**src/rtl/sram_req_arbiter_pkg.sv**
```systemverilog
// rtl/sram_req_arbiter_pkg.sv - shared constants for the sram request arbiter
package sram_req_arbiter_pkg;

    // Transfer size encodings on the sram-like interfaces
    localparam logic [1:0] SRAM_SIZE_B = 2'b00;
    localparam logic [1:0] SRAM_SIZE_H = 2'b01;
    localparam logic [1:0] SRAM_SIZE_W = 2'b10;

    // Owner tag stored per outstanding transaction
    localparam logic OWNER_INST = 1'b0;
    localparam logic OWNER_DATA = 1'b1;

endpackage

```
**src/rtl/sram_req_arbiter_owner_fifo.sv**
```systemverilog
// rtl/sram_req_arbiter_owner_fifo.sv - 1-bit owner FIFO tracking outstanding transactions
//
// Ports:
//   clk, reset     clock, asynchronous active-high reset
//   push, din      write one owner tag (caller never pushes when full unless popping)
//   pop            drop the head entry (ignored when empty)
//   head           owner tag of the oldest outstanding transaction
//   count          number of stored entries
//   full, empty    occupancy flags
module sram_req_arbiter_owner_fifo #(
    parameter int DEPTH = 2,
    parameter int CNT_W = 3
) (
    input  logic             clk,
    input  logic             reset,
    input  logic             push,
    input  logic             pop,
    input  logic             din,
    output logic             head,
    output logic [CNT_W-1:0] count,
    output logic             full,
    output logic             empty
);

    localparam int PTR_W = (DEPTH > 1) ? $clog2(DEPTH) : 1;

    logic [DEPTH-1:0] mem;
    logic [PTR_W-1:0] wr_ptr;
    logic [PTR_W-1:0] rd_ptr;
    logic             do_pop;

    // Pointers wrap at DEPTH, which need not be a power of two
    function automatic logic [PTR_W-1:0] ptr_inc(input logic [PTR_W-1:0] p);
        return (p == PTR_W'(DEPTH - 1)) ? '0 : p + 1'b1;
    endfunction

    assign empty  = (count == '0);
    assign full   = (count == CNT_W'(DEPTH));
    assign head   = mem[rd_ptr];
    assign do_pop = pop & ~empty;

    always_ff @(posedge clk or posedge reset) begin
        if (reset) begin
            mem    <= '0;
            wr_ptr <= '0;
            rd_ptr <= '0;
            count  <= '0;
        end else begin
            // On a full push+pop both pointers sit on the same slot; head was
            // already consumed combinationally, so overwriting it is safe.
            if (push) begin
                mem[wr_ptr] <= din;
                wr_ptr      <= ptr_inc(wr_ptr);
            end
            if (do_pop) begin
                rd_ptr <= ptr_inc(rd_ptr);
            end
            case ({push, do_pop})
                2'b10:   count <= count + 1'b1;
                2'b01:   count <= count - 1'b1;
                default: count <= count;
            endcase
        end
    end

endmodule

```
**src/rtl/sram_req_arbiter.sv**
```systemverilog
// rtl/sram_req_arbiter.sv - shares one sram-like memory port between inst and data requesters
//
// Ports:
//   clk, reset                 clock, asynchronous active-high reset
//   inst_sram_*                instruction-fetch requester (req/wr/size/wstrb/addr/wdata in,
//                              addr_ok/data_ok/rdata out)
//   data_sram_*                load/store requester, same shape as inst_sram_*
//   mem_*                      downstream request (out) and addr_ok/data_ok/rdata (in)
//   proto_err                  sticky: mem_data_ok seen with nothing outstanding
module sram_req_arbiter
    import sram_req_arbiter_pkg::*;
#(
    parameter int MAX_OUT = 2,
    parameter int CNT_W   = 3
) (
    input  logic        clk,
    input  logic        reset,
    input  logic        inst_sram_req,
    input  logic        inst_sram_wr,
    input  logic [1:0]  inst_sram_size,
    input  logic [3:0]  inst_sram_wstrb,
    input  logic [31:0] inst_sram_addr,
    input  logic [31:0] inst_sram_wdata,
    output logic        inst_sram_addr_ok,
    output logic        inst_sram_data_ok,
    output logic [31:0] inst_sram_rdata,
    input  logic        data_sram_req,
    input  logic        data_sram_wr,
    input  logic [1:0]  data_sram_size,
    input  logic [3:0]  data_sram_wstrb,
    input  logic [31:0] data_sram_addr,
    input  logic [31:0] data_sram_wdata,
    output logic        data_sram_addr_ok,
    output logic        data_sram_data_ok,
    output logic [31:0] data_sram_rdata,
    output logic        mem_req,
    output logic        mem_wr,
    output logic [1:0]  mem_size,
    output logic [3:0]  mem_wstrb,
    output logic [31:0] mem_addr,
    output logic [31:0] mem_wdata,
    input  logic        mem_addr_ok,
    input  logic        mem_data_ok,
    input  logic [31:0] mem_rdata,
    output logic        proto_err
);

    logic             lock;
    logic             gnt_reg;
    logic             gnt_d;
    logic             gnt_i;
    logic             can_issue;
    logic             push;
    logic             pop;
    logic             head;
    logic [CNT_W-1:0] count;
    logic             full;
    logic             empty;
    logic             proto_err_q;

    // A response arriving while full frees a slot for a same-cycle issue
    assign can_issue = (count < CNT_W'(MAX_OUT)) | (mem_data_ok & full);

    // Data side wins when free; once a request is stalled on mem_addr_ok the
    // grant is frozen so the downstream request cannot change under it.
    always_comb begin
        gnt_d = 1'b0;
        gnt_i = 1'b0;
        if (lock) begin
            gnt_d = (gnt_reg == OWNER_DATA);
            gnt_i = (gnt_reg == OWNER_INST);
        end else begin
            gnt_d = data_sram_req;
            gnt_i = inst_sram_req & ~data_sram_req;
        end
    end

    always_comb begin
        mem_req   = 1'b0;
        mem_wr    = 1'b0;
        mem_size  = 2'b00;
        mem_wstrb = 4'h0;
        mem_addr  = 32'h0;
        mem_wdata = 32'h0;
        if (!reset) begin
            if (gnt_d) begin
                mem_req   = can_issue & data_sram_req;
                mem_wr    = data_sram_wr;
                mem_size  = data_sram_size;
                mem_wstrb = data_sram_wstrb;
                mem_addr  = data_sram_addr;
                mem_wdata = data_sram_wdata;
            end else if (gnt_i) begin
                mem_req   = can_issue & inst_sram_req;
                mem_wr    = inst_sram_wr;
                mem_size  = inst_sram_size;
                mem_wstrb = inst_sram_wstrb;
                mem_addr  = inst_sram_addr;
                mem_wdata = inst_sram_wdata;
            end
        end
    end

    assign push = mem_req & mem_addr_ok;
    assign pop  = ~reset & mem_data_ok & ~empty;

    assign inst_sram_addr_ok = push & gnt_i;
    assign data_sram_addr_ok = push & gnt_d;
    assign inst_sram_data_ok = pop & (head == OWNER_INST);
    assign data_sram_data_ok = pop & (head == OWNER_DATA);
    assign inst_sram_rdata   = reset ? 32'h0 : mem_rdata;
    assign data_sram_rdata   = reset ? 32'h0 : mem_rdata;
    assign proto_err         = proto_err_q;

    sram_req_arbiter_owner_fifo #(
        .DEPTH (MAX_OUT),
        .CNT_W (CNT_W)
    ) u_owner_fifo (
        .clk   (clk),
        .reset (reset),
        .push  (push),
        .pop   (pop),
        .din   (gnt_d ? OWNER_DATA : OWNER_INST),
        .head  (head),
        .count (count),
        .full  (full),
        .empty (empty)
    );

    always_ff @(posedge clk or posedge reset) begin
        if (reset) begin
            lock        <= 1'b0;
            gnt_reg     <= OWNER_INST;
            proto_err_q <= 1'b0;
        end else begin
            // Lock only survives while a granted request is still unaccepted;
            // a dropped req lowers mem_req and so releases it.
            lock <= mem_req & ~mem_addr_ok;
            if (mem_req & ~mem_addr_ok) begin
                gnt_reg <= gnt_d ? OWNER_DATA : OWNER_INST;
            end
            if (mem_data_ok & empty) begin
                proto_err_q <= 1'b1;
            end
        end
    end

endmodule
```
**config.mk**
```make
export PLATFORM = sky130hd
export DESIGN_NAME = sram_req_arbiter
export DESIGN_NICKNAME = d
export VERILOG_FILES = /design/src/rtl/sram_req_arbiter_pkg.sv /design/src/rtl/sram_req_arbiter_owner_fifo.sv /design/src/rtl/sram_req_arbiter.sv
export SDC_FILE = /design/constraint.sdc
export NUM_CORES = 1
export LEC_CHECK = 0
export ABC_AREA = 1
export CAP_MARGIN = 20
export CORE_AREA = 2 2 123 125
export DETAILED_ROUTE_END_ITERATION = 8
export DIE_AREA = 0 0 125 127
export GPL_TIMING_DRIVEN = 0
export PLACE_DENSITY_LB_ADDON = 0.1
export SETUP_SLACK_MARGIN = 0.02
export SYNTH_ARGS = -nofsm -noshare
export SYNTH_HDL_FRONTEND = slang
export SYNTH_HIERARCHICAL = 1
export SYNTH_SLANG_ARGS = --single-unit
```
**constraint.sdc**
```tcl
create_clock -name clk -period 4.1 [get_ports clk]
set_input_delay 0.82 -clock clk [delete_from_list [all_inputs] [get_ports clk]]
set_output_delay 0.82 -clock clk [all_outputs]
set_load 0.01 [all_outputs]
```
==> results by group, run 1 <==
Status
  • Status: complete, no violations

GRT
  • Vias in the first global route: 3872
  • Grt ovf: 0
  • Largest net degree at the start of global routing: 11
  • Total GRT Usage: 0.1641
  • First-pass GRT wire length: 20790 um
  • Antenna violations before repair: 0

Timing
  • Unrepaired setup endpoints after global routing: yes
  • Post-route minimum period: roughly 3900 ps
  • Final period utilization: 0.9446
  • Clock Skew: 1.631 ps
  • Max-slew violation count: 0
  • Rel. slew slack: 0.6774
  • Worst-margin pin slew: roughly 480 ps
  • # setup viols final: 0
  • Fmax: between 200 and 300 MHz
  • Final hold vios: 0
  • Post-Route Hold Slack: about 460 ps

Detailed routing
  • Routed wire length: approximately 14000 um
  • Drt wl/cell: roughly 15 um
  • DRC Markers: 0
  • Antenna-violating nets left: 0
  • Via count: 3701
  • Detailed Routing Iterations Pass 1: 4
  • Mean number of vias per cell: roughly 4
  • Initial DRC count: 98

Logic synthesis
  • Cell Area, Synth: 2097 um^2
  • Syn Nets: about 600
  • Avg Cell Area, Syn: between 5 and 6 um^2
  • Yosys warns: 6
  • Seq cells post-synth: 10
  • Count of cell types in the netlist: 22
  • Synth Instances: around 420
  • Sequential share of the synthesized area: 0.1193

Finish
  • Final instance area: around 5600 um^2
  • Top reg by flops: u_owner_fifo/count
  • Final Util: 0.3899
  • Commonest non-fill, non-tap cell in the layout: clkdlybuf4s50_1
  • Max FFs per register: 3
  • Final nets: ~930
  • Filler Cells Inserted: between 1500 and 2000
  • Layout cell share with drive strength beyond 1: 0.07941
  • Area growth, synth to finish: 168.2%
  • ANT cells: 0
  • Biggest regs: u_owner_fifo/count (3), u_owner_fifo/mem (2)
  • Most frequent cells in the layout: 320 x clkdlybuf4s50_1, 167 x nand2_1, 71 x a21oi_1

Placed design
  • Routability cong.: approximately 0.86
  • Detail Placement HPWL: roughly 12000 um
  • Placed Area: ~5500 um^2
  • I/O Buffers: 320

CTS
  • Max H-tree Level: 1
  • Worst-Skew Late Latency: about 240 ps
  • TritonCTS clock tree: yes
  • Post-CTS setup buffers: 0
  • Num CTS Buffers: 3
  • Max Buffers Root-to-Sink: 2
  • Clk root buf: clkbuf_16
  • Clock sinks: 10
  • Clk slew on worst S/H paths: about 40 ps

Pwr
  • P_leak: roughly 2.4 nW
  • Total chip power: about 1.3 mW
  • PwrDens: about 230 nW/um^2
  • Max IR drop VDD: 0.1496 mV

Floorplan
  • Die area: 15880 um^2
  • Core ar.: about 14000 um^2
  • Site row count: 44
  • I/O pin count: around 320
  • Initial core utilization: 0.1454
  • Die boundary width: roughly 130 um
  • Chip Height: about 130 um

Worst setup path
  • Worst EP required: between 3000 and 4000 ps
  • Maximum fanout along the worst path: 10
  • Slowest cell on crit path: clkdlybuf4s50_1
  • Critical Path End Type: output port
  • Kind of critical path: input pin to output port
  • Crit path largest cell delay: ~480 ps
  • Crit-path cells: clkdlybuf4s50_1, clkbuf_1, clkbuf_2, clkbuf_1, nor2_1, buf_4, clkdlybuf4s50_1
  • Worst Path Arrival: between 3000 and 4000 ps
  • CP Launch Type: input pin

Run
  • Max cap viols: 0

Hold path
  • Min-Delay Path Class: flop to flop
[per-stage QoR]
step           worst slack (ps)  cells  setup TNS (ps)
2_1_floorplan              1455    419               0
3_3_place_gp             -61.70    923          -546.1
3_5_place_dp             -100.2    923           -1562
4_1_cts                   113.9    927               0
5_1_grt                   19.47    927               0
6_report                  227.0    927               0
[Yosys cell counts, drive strengths merged]
library cell / instances / area share
nand2: 167 / 0.30
a21oi: 72 / 0.18
inv: 52 / 0.093
buf: 46 / 0.15
nor2: 38 / 0.068
clkbuf: 13 / 0.023
dfrtp: 10 / 0.12
nand3: 7 / 0.017
o21ai: 3 / 0.0090
nand4: 2 / 0.0060
nor3b: 2 / 0.0072
a21o: 1 / 0.0036
fa: 1 / 0.0095
ha: 1 / 0.0060
nand3b: 1 / 0.0036
nor3: 1 / 0.0024
or2: 1 / 0.0042
xnor2: 1 / 0.0042
[final timing paths]
path / start / end / slack, ps / depth (start not counted)
setup reg to reg: u_owner_fifo/count[1]$_DFFE_PP0P_ / u_owner_fifo/count[1]$_DFFE_PP0P_ / 1970 / 11
min in group asynchronous: reset / u_owner_fifo/mem[0]$_DFFE_PP0P_ / 870 / 2
max in group asynchronous: reset / gnt_reg$_DFFE_PP0P_ / 2920 / 3
setup / recovery: reset / inst_sram_rdata[25] / 230 / 7
hold reg to reg: proto_err$_DFFE_PP0P_ / proto_err$_DFFE_PP0P_ / 460 / 1
hold / removal: proto_err$_DFFE_PP0P_ / proto_err$_DFFE_PP0P_ / 460 / 1
[layer usage]
metal / vias up / GRT usage / part of all wire
li1: 1891 / - / -
met1: 1625 / 0.1667 / 0.35
met2: 174 / 0.3264 / 0.54
met3: 11 / 0.06072 / 0.10
met4: 0 / 0.02157 / 0.010
met5: - / 0 / 0
[kinds of logic (layout without fill, tap and decap cells)]
logic type / count (synthesis) / count (layout) / synth area share
simple gates: 219 / 219 / 0.4069
buf+inv: 111 / 435 / 0.2643
compound gates: 76 / 76 / 0.1897
flops: 10 / 10 / 0.1193
fa+ha+maj: 2 / 2 / 0.01551
xor+xnor: 1 / 1 / 0.004177
[final cells by class]
class	instances	area [um^2]	share of cell area
Buffer	59	364.1	0.06474
Clock buffer	4	88.84	0.01580
Inverter	52	195.2	0.03471
Multi-Input combinational cell	298	1292	0.2298
Sequential cell	10	250.2	0.04449
Tap cell	184	230.2	0.04093
Timing Repair Buffer	320	3203	0.5695
[critical path, delay by kind of cell]
kind,cells,cell delay [ps]
AND/OR/NAND/NOR,1,140
buffers and inverters,6,2080
[power by group]
part / total [mW] / internal, mW / switching (mW)
logic: 0.916 / 0.491 / 0.424
clock network: 0.193 / 0.147 / 0.0466
registers: 0.170 / 0.139 / 0.0306
total: 1.28 / 0.778 / 0.501
[repair_timing]
item | in CTS | in global routing
pin swaps | 0 | 0
gates resized for setup | 1 | 6
setup endpoints to repair | 44 | 3
hold buffers | 0 | 0
Power figures use the tool's default switching activity.
==> run 2, diff against run 1 <==
--- a/config.mk
+++ b/config.mk
@@ -17,3 +17,4 @@
 export SYNTH_HDL_FRONTEND = slang
 export SYNTH_HIERARCHICAL = 1
 export SYNTH_SLANG_ARGS = --single-unit
+export TNS_END_PERCENT = 20
==> results by group, run 2 (synthesis gave the netlist of run 1 again) <==
Finish
  • Final Util: 0.3897
  • Multi-input gate area: ~1300 um^2
  • Final nets: ~930
  • ANT cells: 0
  • Post-layout instance count excluding filler cells: between 900 and 1000
  • Filler Cells Inserted: roughly 1600
  • Biggest regs: u_owner_fifo/count (3), u_owner_fifo/mem (2)
  • Area growth, synth to finish: 168.1%
  • Most frequent cells in the layout: 320 x clkdlybuf4s50_1, 167 x nand2_1, 71 x a21oi_1
  • Max FFs per register: 3
  • FF+latch area: around 250 um^2
  • Final instance area: between 5000 and 6000 um^2
  • Top reg by flops: u_owner_fifo/count
  • Layout cell share with drive strength beyond 1: 0.07672
  • Commonest non-fill, non-tap cell in the layout: clkdlybuf4s50_1

Status
  • Status: complete, no violations

Timing
  • Fin worst setup slack: about 230 ps
  • Worst-margin pin slew: ~560 ps
  • # setup viols final: 0
  • Rel. slew slack: 0.6271
  • Final hold vios: 0
  • Final period utilization: 0.9441
  • Fmax: about 260 MHz
  • Unrepaired setup endpoints after global routing: yes
  • Post-Route Hold Slack: around 460 ps
  • Clock Skew: ~1.6 ps
  • Max-slew violation count: 0
  • Post-route minimum period: roughly 3900 ps
  • Setup_tns: 0 ps

Worst setup path
  • FF-to-FF setup slack: roughly 2000 ps
  • R2r startpoint: u_owner_fifo/count[1]$_DFFE_PP0P_
  • Worst path bufs/invs: 6
  • Crit path largest cell delay: 480 ps
  • CP top delay family: buffers and inverters
  • CP Launch Type: input pin
  • Kind of critical path: input pin to output port
  • Maximum fanout along the worst path: 10
  • Worst EP required: roughly 3300 ps
  • Worst Path Arrival: around 3000 ps
  • Reg2reg end: u_owner_fifo/count[1]$_DFFE_PP0P_
  • Crit-path cells: clkdlybuf4s50_1, clkbuf_1, clkbuf_2, clkbuf_1, nor2_1, buf_4, clkdlybuf4s50_1
  • Slowest cell on crit path: clkdlybuf4s50_1
  • Critical Path End Type: output port
  • Cell depth of the worst flop-to-flop path: 11

Floorplan
  • Site row count: 44
  • Die area: 15880 um^2
  • Die boundary width: 125 um
  • Core ar.: ~14000 um^2
  • Initial core utilization: 0.1454
  • I/O pin count: 321
  • Chip Height: 127 um

Hold path
  • Hold Path Cell Cnt: 1
  • Hold Path End: proto_err$_DFFE_PP0P_
  • HP Start: proto_err$_DFFE_PP0P_
  • Min-Delay Path Class: flop to flop

CTS
  • Max H-tree Level: 1
  • Num CTS Buffers: 3
  • Clock sinks: 10
  • Clk root buf: clkbuf_16
  • Clk slew on worst S/H paths: 40 ps
  • TritonCTS clock tree: yes
  • Worst-Skew Late Latency: between 200 and 250 ps
  • Max Buffers Root-to-Sink: 2
  • Post-CTS setup buffers: 0

Pwr
  • NetSw: about 0.50 mW
  • Total chip power: ~1.3 mW
  • Max IR drop VDD: 0.1496 mV
  • Logic pwr share: 0.716
  • P_leak: 2.435 nW
  • Switching Share: 0.3920
  • Share of power burned in the clock network: 0.151
  • Sequential Power Share: 0.133
  • Pint: slightly below 0.8 mW
  • PwrDens: 227.4 nW/um^2

Detailed routing
  • Detailed Routing Iterations Pass 1: 4
  • Mean number of vias per cell: approximately 4
  • Routed wire length: between 10000 and 15000 um
  • Antenna-violating nets left: 0
  • Initial DRC count: a little under 100
  • DRC Markers: 0
  • Drt wl/cell: ~15 um
  • Via count: 3701

GRT
  • Largest net degree at the start of global routing: 11
  • Vias in the first global route: just under 4000
  • Total GRT Usage: 0.1641
  • Grt ovf: 0
  • First-pass GRT wire length: ~21000 um
  • Antenna violations before repair: 0

Placed design
  • Placed Area: 5530 um^2
  • Routability cong.: ~0.86
  • I/O Buffers: 320
  • Detail Placement HPWL: 12150 um
  • Placed Cells: 923
  • Dpl ws: -100.2 ps

Run
  • Max cap viols: 0
-- run 2: area by class of cell --
class	count	area share
repair buffers	320	0.5698
multi-input cells	298	0.2299
plain buffers	59	0.06432
flip-flops and latches	10	0.04451
well taps	184	0.04095
inverters	52	0.03472
clock buffers	4	0.01580
-- run 2: repair_timing --
item	CTS	global route
setup endpoints to repair	44	3
cloned	0	0
gates resized for setup	1	2
hold buffers	0	0
-- run 2: power by group through the flow --
stage / clock (mW) / combinational, mW / sequential (mW)
global route: 0.204 / 1.01 / 0.175
floorplan: 0 / 0.419 / 0.163
CTS: 0.197 / 0.929 / 0.170
finish: 0.193 / 0.915 / 0.170
detailed placement: 0 / 0.924 / 0.169
global placement: 0 / 0.909 / 0.171
-- run 2: worst max-delay path by stage --
stage / start / endpoint / slack [ps] / depth (start not counted)
final: reset / inst_sram_rdata[25] / 230 / 7
after detailed placement: reset / inst_sram_rdata[18] / -100 / 7
after floorplan: reset / inst_sram_rdata[10] / 1460 / 5
after global routing: reset / mem_wdata[30] / 10 / 6
after CTS: reset / inst_sram_rdata[18] / 110 / 7
after global placement: reset / inst_sram_rdata[16] / -60 / 7
-- run 2: worst reg2reg max path: stages, from the launching register on --
cell and delay [ps]:
dfrtp_1 370, inv_1 90, nor3_1 170, nand3_1 100
nand2_1 120, nand3_1 120, nor2_1 180, inv_2 70
ha_1 210, inv_1 90, fa_1 400, o21ai_0 140
-- run 2: routing by layer --
layer  share of wire  track usage  wire length (um)
met1            0.35       0.1667              4968
met3            0.10      0.06072              1421
met4           0.010      0.02157               146
met2            0.54       0.3264              7564
met5               0            0                 0
